File: src/rtl/buzzer_scheduler.sv
// Buzzer owner for the alarm clock: arbitrates alarm ring (with snooze), hourly chime and key click
// onto one piezo pin as a CLK_HZ/2 square wave.
module buzzer_scheduler #(
   parameter int unsigned CLK_HZ      = 2048,
   parameter int unsigned ALARM_SECS  = 20,
   parameter int unsigned SNOOZE_SECS = 300,
   parameter int unsigned SNOOZE_MAX  = 3,
   parameter int unsigned KEY_CYC     = 64
) (
   input  logic       clk,
   input  logic       rst_n,
   input  logic       sec_tick,
   input  logic [7:0] min_bcd,
   input  logic [7:0] sec_bcd,
   input  logic       alarm_en,
   input  logic       alarm_hit,
   input  logic       chime_en,
   input  logic       stop_key,
   input  logic       snooze_key,
   input  logic       key_press,
   output logic       buzz,
   output logic       ringing,
   output logic       snoozing,
   output logic [1:0] src
);

   localparam int unsigned SEC_MAX = (ALARM_SECS > SNOOZE_SECS) ? ALARM_SECS : SNOOZE_SECS;
   localparam int unsigned PH_W    = (CLK_HZ > 1) ? $clog2(CLK_HZ) : 1;
   localparam int unsigned SC_W    = (SEC_MAX > 0) ? $clog2(SEC_MAX + 1) : 1;
   localparam int unsigned SN_W    = (SNOOZE_MAX > 0) ? $clog2(SNOOZE_MAX + 1) : 1;
   localparam int unsigned CK_W    = (KEY_CYC > 0) ? $clog2(KEY_CYC + 1) : 1;

   localparam logic [1:0] IDLE   = 2'd0;
   localparam logic [1:0] RING   = 2'd1;
   localparam logic [1:0] SNOOZE = 2'd2;

   localparam logic [1:0] SRC_NONE  = 2'd0;
   localparam logic [1:0] SRC_KEY   = 2'd1;
   localparam logic [1:0] SRC_CHIME = 2'd2;
   localparam logic [1:0] SRC_ALARM = 2'd3;

   logic [1:0]      state_q, state_d;
   logic [PH_W-1:0] phase_q, phase_d;
   logic [SC_W-1:0] sec_cnt_q, sec_cnt_d;
   logic [SN_W-1:0] snooze_cnt_q, snooze_cnt_d;
   logic [CK_W-1:0] click_cnt_q, click_cnt_d;
   logic            buzz_q, buzz_d;
   logic            ringing_q, ringing_d;
   logic            snoozing_q, snoozing_d;
   logic [1:0]      src_q, src_d;

   logic first_half, alarm_gate, chime_gate, click_gate, any_gate;

   // State register and all output flops
   always_ff @(posedge clk or negedge rst_n) begin
      if (!rst_n) begin
         state_q      <= IDLE;
         phase_q      <= '0;
         sec_cnt_q    <= '0;
         snooze_cnt_q <= '0;
         click_cnt_q  <= '0;
         buzz_q       <= 1'b0;
         ringing_q    <= 1'b0;
         snoozing_q   <= 1'b0;
         src_q        <= SRC_NONE;
      end else begin
         state_q      <= state_d;
         phase_q      <= phase_d;
         sec_cnt_q    <= sec_cnt_d;
         snooze_cnt_q <= snooze_cnt_d;
         click_cnt_q  <= click_cnt_d;
         buzz_q       <= buzz_d;
         ringing_q    <= ringing_d;
         snoozing_q   <= snoozing_d;
         src_q        <= src_d;
      end
   end

   // Alarm FSM: ring/snooze timing and snooze budget
   always_comb begin
      state_d      = state_q;
      sec_cnt_d    = sec_cnt_q;
      snooze_cnt_d = snooze_cnt_q;
      case (state_q)
         IDLE: begin
            if (alarm_hit && alarm_en) begin
               state_d   = RING;
               sec_cnt_d = '0;
            end
         end
         RING: begin
            if (!alarm_en || stop_key || (snooze_key && snooze_cnt_q >= SN_W'(SNOOZE_MAX))) begin
               state_d      = IDLE;
               snooze_cnt_d = '0;
            end else if (snooze_key) begin
               state_d      = SNOOZE;
               sec_cnt_d    = '0;
               snooze_cnt_d = snooze_cnt_q + SN_W'(1);
            end else if (sec_tick) begin
               if (sec_cnt_q == SC_W'(ALARM_SECS - 1)) begin
                  state_d      = IDLE;
                  snooze_cnt_d = '0;
               end else begin
                  sec_cnt_d = sec_cnt_q + SC_W'(1);
               end
            end
         end
         SNOOZE: begin
            if (!alarm_en || stop_key) begin
               state_d      = IDLE;
               snooze_cnt_d = '0;
            end else if (sec_tick) begin
               if (sec_cnt_q == SC_W'(SNOOZE_SECS - 1)) begin
                  state_d   = RING;
                  sec_cnt_d = '0;
               end else begin
                  sec_cnt_d = sec_cnt_q + SC_W'(1);
               end
            end
         end
         default: state_d = IDLE;
      endcase
   end

   // Tone gates, click timer, arbitration and square-wave drive
   always_comb begin
      first_half = phase_q < PH_W'(CLK_HZ / 2);
      alarm_gate = (state_q == RING) && first_half;
      chime_gate = chime_en && (state_q != RING) &&
                   ((min_bcd == 8'h59 && sec_bcd >= 8'h55 && sec_bcd <= 8'h59 && first_half) ||
                    (min_bcd == 8'h00 && sec_bcd == 8'h00));
      click_gate = click_cnt_q != '0;
      any_gate   = alarm_gate || chime_gate || click_gate;

      phase_d = phase_q;
      if (sec_tick) begin
         phase_d = '0;
      end else if (phase_q != PH_W'(CLK_HZ - 1)) begin
         phase_d = phase_q + PH_W'(1);
      end

      click_cnt_d = click_cnt_q;
      if (alarm_gate || chime_gate) begin
         click_cnt_d = '0;
      end else if (key_press && state_q != RING) begin
         click_cnt_d = CK_W'(KEY_CYC);
      end else if (click_gate) begin
         click_cnt_d = click_cnt_q - CK_W'(1);
      end

      // The alarm owns the buzzer for the whole ring, including its silent half-seconds
      if (state_q == RING) begin
         src_d = SRC_ALARM;
      end else if (chime_gate) begin
         src_d = SRC_CHIME;
      end else if (click_gate) begin
         src_d = SRC_KEY;
      end else begin
         src_d = SRC_NONE;
      end

      buzz_d     = any_gate ? ~buzz_q : 1'b0;
      ringing_d  = state_d == RING;
      snoozing_d = state_d == SNOOZE;
   end

   assign buzz     = buzz_q;
   assign ringing  = ringing_q;
   assign snoozing = snoozing_q;
   assign src      = src_q;

endmodule

File: config.mk
export PLATFORM = sky130hd
export DESIGN_NAME = buzzer_scheduler
export DESIGN_NICKNAME = d
export VERILOG_FILES = /design/src/rtl/buzzer_scheduler.sv
export SDC_FILE = /design/constraint.sdc
export NUM_CORES = 1
export LEC_CHECK = 0
export BUFFER_PORTS_ARGS = -buffer_cell sky130_fd_sc_hd__buf_2
export CAP_MARGIN = 20
export CORE_UTILIZATION = 57
export CTS_CLUSTER_SIZE = 40
export DETAILED_ROUTE_END_ITERATION = 8
export PLACE_DENSITY_LB_ADDON = 0.08
export SYNTH_ARGS = -nofsm -noshare
export SYNTH_HDL_FRONTEND = slang
export SYNTH_SLANG_ARGS = --single-unit
File: constraint.sdc
create_clock -name clk -period 2.05 [get_ports clk]
set_input_delay 0.1025 -clock clk [delete_from_list [all_inputs] [get_ports clk]]
set_output_delay 0.1025 -clock clk [all_outputs]
set_load 0.005 [all_outputs]
Word level (Yosys, flattened, before mapping)
Index checks and enable logic that the tools add are counted.
{"block": "word_totals", "ram_bits": 0, "output_inout_bits": 5, "latchBits": 0, "n_memories": 0, "in_bits": 25, "regBits": 36, "rom_bits": 0}
{"block": "op_classes", "n_eq_ne": 18, "bitwise_logic": 1, "n_addsub": 4, "div_mod_pow": 0, "order_cmp": 4, "n_mux": 33, "shifts": 0, "mul": 0, "reduce_logical": 26}
{"operator": "$mux 9", "n": 8}
{"operator": "$mux 2", "n": 15}
{"operator": "$pmux 9 s3", "n": 1}
{"operator": "$mux 11", "n": 2}
{"operator": "$mux 7", "n": 3}
{"operator": "$logic_not 8->1", "n": 2}
{"operator": "$add 11x1->11 const B", "n": 1}
{"operator": "$lt 11x11->1 const B", "n": 1}
{"operator": "$ne 11x11->1 const B", "n": 1}
{"operator": "$logic_and 1x1->1", "n": 10}
{"operator": "$ne 2x2->1 const B", "n": 5}
{"operator": "$add 9x1->9 const B", "n": 1}
{"operator": "$eq 9x5->1 const B", "n": 1}
{"operator": "$eq 9x9->1 const B", "n": 1}
{"operator": "$eq 8x7->1 const B", "n": 1}
{"operator": "$ge 8x7->1 const B", "n": 1}
{"operator": "$le 8x7->1 const B", "n": 1}
{"operator": "$ne 4x4->1 const B", "n": 2}
{"operator": "$reduce_and 7->1", "n": 1}
{"operator": "$reduce_bool 7->1", "n": 1}
{"operator": "$sub 7x1->7 const B", "n": 1}
{"operator": "$ne 3x3->1 const B", "n": 2}
{"operator": "$pmux 2 s3", "n": 1}
{"operator": "$reduce_bool 3->1", "n": 2}
{"operator": "13 further kinds", "n": 21}

Logic depth before layout (Yosys ltp)
{"block": "logic_depth", "word_depth": 9, "mapped_depth": 9}

Worst setup path before layout
Ideal clock, no wire load.
{"block": "synth_path", "path_type": "register to register", "start": "register state_q[0]", "end": "register sec_cnt_q[6]", "slack_ns": 0.291, "arrival_ns": 1.624, "stages_incl_launch_ff": 10, "period_less_slack_ns": 1.759, "path_cell_list": "dfrtp_1 > inv_1 > ha_1 > buf_2 > nor3_1 > a221oi_1 > o211ai_2 > buf_4 > o21ai_0 > o21ai_0"}
{"block": "synth_via", "elab_chain_cells": 3, "elab_cells_between_ends": 12}
{"item": "start, declared", "line": "42", "text": "logic [1:0] state_q, state_d;"}
{"item": "start signal, assigned", "line": "67", "text": "state_q <= state_d;"}
{"item": "$eq 2x1->1 (tied with other cells)", "line": "84", "text": "case (state_q)"}
{"item": "$ne 3x3->1 (no source line) (tied with other cells)"}
{"item": "$reduce_and 7->1 (no source line)"}
{"item": "end signal, assigned", "line": "69", "text": "sec_cnt_q <= sec_cnt_d;"}
{"item": "end, declared", "line": "44", "text": "logic [SC_W-1:0] sec_cnt_q, sec_cnt_d;"}
Parallel ways exist; a longest one is shown, timed or not.
A chain may end at the register's enable or synchronous reset.

Worst setup path in the final report
{"block": "layout_path", "start": "register state_q[1]", "end": "register sec_cnt_q[6]"}
Same word-level chain as after synthesis.

==> results.py <==
metrics = {
    "grt": {
        "grt_pass1_vias": 1774,
        "grt_use_total_pct": 25.90,
        "gr-total-overflow": 0,
        "antenna_found_initial": 0,
        "grt_start_max_net_pins": 37,
        "grt_pass1_wl_microns": 8045,
    },
    "route": {
        "drt_iter0_drc": 82,
        "first_pass_iters": 4,
        "routed_wl_microns": 4425,
        "via_per_inst": 5.843,
        "dr_total_vias": 1829,
        "highest_layer": "met4",
        "wl_met1_microns": 2062,
        "wl_met2_microns": 2138,
        "wl_per_cell_microns": 14.14,
        "drtAntennaViolNets": 0,
        "dr_wl_met3_microns": 143,
        "drc": 0,
    },
    "synth": {
        "yosys.area_share.adder_pct": 4.731,
        "synth_top_area_cell": "dfrtp_1",
        "syn_area_sq_mm": 0.002116,
        "synth_top_family_by_area": "simple AND/OR/NAND/NOR gates",
        "synth_edf_count": 0,
        "synth_warnings": 0,
        "muxShareOfSynthArea_pct": 1.538,
        "synth-seq-cells": 36,
        "synthesis.nets": 256,
        "synth_xor_area_share_pct": 4.554,
        "synth_top_area_share_pct": 42.58,
        "synth-seq-area-share_pct": 42.58,
        "ys_types": 51,
        "synth_compound_area_share_pct": 16.09,
        "synth_ff_type": "dfrtp_1",
        "yosys-top-cells-area": "dfrtp_1 (43%), ha_1 (4.7%), nor2_1 (3.7%)",
        "ys_async_sr_fraction_pct": 100.0,
        "synth_area_per_cell_sq_um": 9.488,
        "yosys.area_share.simple_pct": 27.62,
        "syn_inst": 223,
    },
    "sta": {
        "slew_headroom_pct": 48.36,
        "hold_viol_final": 0,
        "skew_ps": 8.444,
        "period_needed_ps": 1890,
        "tightest_slew_ps": 774.5,
        "max_freq_ghz": 0.5291,
        "setup_viol": 0,
        "grt_setup_unrepaired": "false",
        "hold_ws_ps": 160.6,
        "tns_ps": 0,
        "finalMaxSlewViolations": 0,
        "period_share_pct": 92.19,
    },
    "power_and_ir_drop": {
        "powerDensity_mw_per_mm2": 988.8,
        "internal-power_mw": 1.590,
        "pwr-share-seq_pct": 38.7,
        "swShare_pct": 35.47,
        "p_comb_share_pct": 40.0,
        "switching_power_mw": 0.8742,
        "peakVddDrop_v": 0.0004962,
        "cellLeakagePower_nw": 1.061,
        "clock_power_share_pct": 21.3,
    },
    "place": {
        "gp_congestion": 0.9336,
        "port_buffers": 29,
        "post-dp-hpwl_microns": 3271,
    },
    "layout": {
        "fillers": 294,
        "num_antenna_cells": 0,
        "area_growth_pct": 17.80,
        "finalNetCount": 299,
        "drive_gt1_share_pct": 23.60,
    },
    "clock_network": {
        "clk_latency_ps": 290,
        "cts.clk_slew.worst_paths_ps": 70,
        "clock-root-buffer": "clkbuf_8",
        "cts_tree": "built",
        "cts_made_buffers": 5,
        "clk_path_buf_depth": 2,
        "clock-sinks": 36,
        "h-tree-depth": 2,
    },
    "floorplanning": {
        "core-area_sq_mm": 0.003442,
        "std_cell_rows": 21,
        "dieArea_sq_mm": 0.003960,
        "start_util_pct": 61.47,
        "floorplan.io_pins": 30,
        "die_w_microns": 62.93,
        "chipHeight_microns": 62.93,
    },
    "critical_path": {
        "crit_chain": "inv_1 > ha_1 > nor3_1 > a221oi_1 > o211ai_2 > buf_4 > o21ai_0 > o21ai_0",
        "r2r-end": "sec_cnt_q[6]",
        "worst_path_max_delay_cell": "dfrtp_1",
        "crit_top_cell": "o21ai_0",
        "max_stage_delay_ps": 430,
        "critPathMaxFanout": 7,
        "r2r_setup_slack_ps": 160,
        "rr_worst_depth": 8,
        "worstPathRequired_ps": 2230,
        "critPathLaunch": "state_q[1]",
        "path_class": "reg -> reg",
        "cp-end-kind": "flop",
        "crit_arrival_ps": 2070,
        "rr_startpoint": "state_q[1]",
        "start_kind": "flop",
    },
    "min_path": {
        "hold_path.startpoint": "min_bcd[7]",
        "worstHoldPathCells": 4,
        "holdPathEnd": "src[1]",
        "hold_class": "in -> reg",
    },
    "job": {
        "max_cap_viol_count": 0,
    },
    "run_status": {
        "status": "complete, no violations",
    },
}
[critical path, delay by kind of cell, from the launching register on]
| kind | cells | cell delay, ps |
|---|---|---|
| DFF | 1 | 430 |
| and+or+nand+nor | 1 | 70 |
| adders and majority gates | 1 | 260 |
| buffers and inverters | 2 | 300 |
| AOI/OAI and AO/OA | 4 | 710 |
[Yosys cell counts (2+ instances only)]
master,instances
dfrtp_1,36
nor2_1,21
nand2_1,16
o21ai_0,13
inv_1,10
nor3_1,9
a21oi_1,8
ha_1,8
nand3_1,8
xnor2_1,8
nand2b_1,7
a211oi_1,6
nor4_1,6
o22ai_1,5
and3_1,4
nand3b_1,4
clkbuf_1,3
nand4_1,3
nand4b_1,3
nor3b_1,3
or3_1,3
xor2_1,3
a31oi_1,2
and2_1,2
and4_1,2
mux2_2,2
o21a_1,2
o21ai_1,2
or2_2,2
[layer usage]
metal | global-route usage (%) | vias to the layer above
li1 | - | 908
met1 | 33.69 | 884
met2 | 41.80 | 30
met3 | 6.204 | 7
met4 | 9.302 | 0
met5 | 0 | -
[registers in the layout, summed over array words and instances, names as in the netlist]
register,flops
buzz,1
ringing,1
state_q,2
snooze_cnt_q,2
click_cnt_q,7
phase_q,11
snoozing,1
sec_cnt_q,9
src,2
[cell type report]
| class | instances | area, sq um | share of cell area (%) |
|---|---|---|---|
| Clock buffer | 8 | 90.09 | 3.614 |
| Inverter | 10 | 37.54 | 1.506 |
| Multi-Input combinational cell | 172 | 1169 | 46.89 |
| Sequential cell | 36 | 900.9 | 36.14 |
| Tap cell | 46 | 57.56 | 2.309 |
| Timing Repair Buffer | 41 | 237.7 | 9.538 |
[logic make-up after synthesis]
group | after synthesis
compound gates | 49
xor+xnor | 11
fa+ha+maj | 8
buf+inv | 15
flops | 36
mux | 3
simple gates | 101
[power groups by stage]
stage / logic (mW) / clock network [mW] / registers (mW)
floorplan: 0.699 / 0 / 0.953
global placement: 0.918 / 0 / 0.959
detailed placement: 0.940 / 0 / 0.966
CTS: 0.952 / 0.534 / 0.954
global route: 1.11 / 0.568 / 0.970
finish: 0.986 / 0.525 / 0.954
[layout by cell type (no fill, tap or decap), types with 3 or more instances in the layout]
| master | instances |
|---|---|
| nand3b_1 | 4 |
| nor3b_1 | 3 |
| nor3_1 | 9 |
| and3_1 | 4 |
| ha_1 | 7 |
| o21ai_0 | 13 |
| clkbuf_8 | 6 |
| nand4b_1 | 3 |
| xnor2_1 | 8 |
| inv_1 | 10 |
| a211oi_1 | 6 |
| nor2_1 | 21 |
| xor2_1 | 3 |
| buf_2 | 29 |
| dfrtp_1 | 36 |
| nand2_1 | 16 |
| or3_1 | 3 |
| nand2b_1 | 7 |
| nand3_1 | 8 |
| buf_4 | 11 |
| nand4_1 | 3 |
| nor4_1 | 6 |
| a21oi_1 | 8 |
| o22ai_1 | 5 |
[what timing repair did]
action / CTS / global route
hold endpoints to repair: 36 / 0
endpoints found under the setup margin: 0 / 12
resized for setup: 0 / 3
setup buffers: 0 / 2
hold buffers: 1 / 0
[how the worst max path moves through the flow]
stage	to	slack [ps]	cells after the start
finish	sec_cnt_q[6]	160	8
global route	sec_cnt_q[0]	0.4	7
CTS	click_cnt_q[4]	110	7
detailed placement	click_cnt_q[4]	130	7
global placement	click_cnt_q[5]	100	7
floorplan	sec_cnt_q[6]	290	9
[stage by stage]
step	cells	power (mW)	util, %	worst slack [ps]	cell area, sq um
after floorplan	223	1.652	-	290.9	2116
after global placement	302	1.876	68.63	98.07	2362
after detailed placement	302	1.906	68.63	132.5	2362
after CTS	311	2.440	71.54	105.1	2462
after global routing	313	2.649	72.41	0.3515	2492
final	313	2.465	72.41	160.0	2492
No activity file was read; power rests on OpenSTA's default activity.
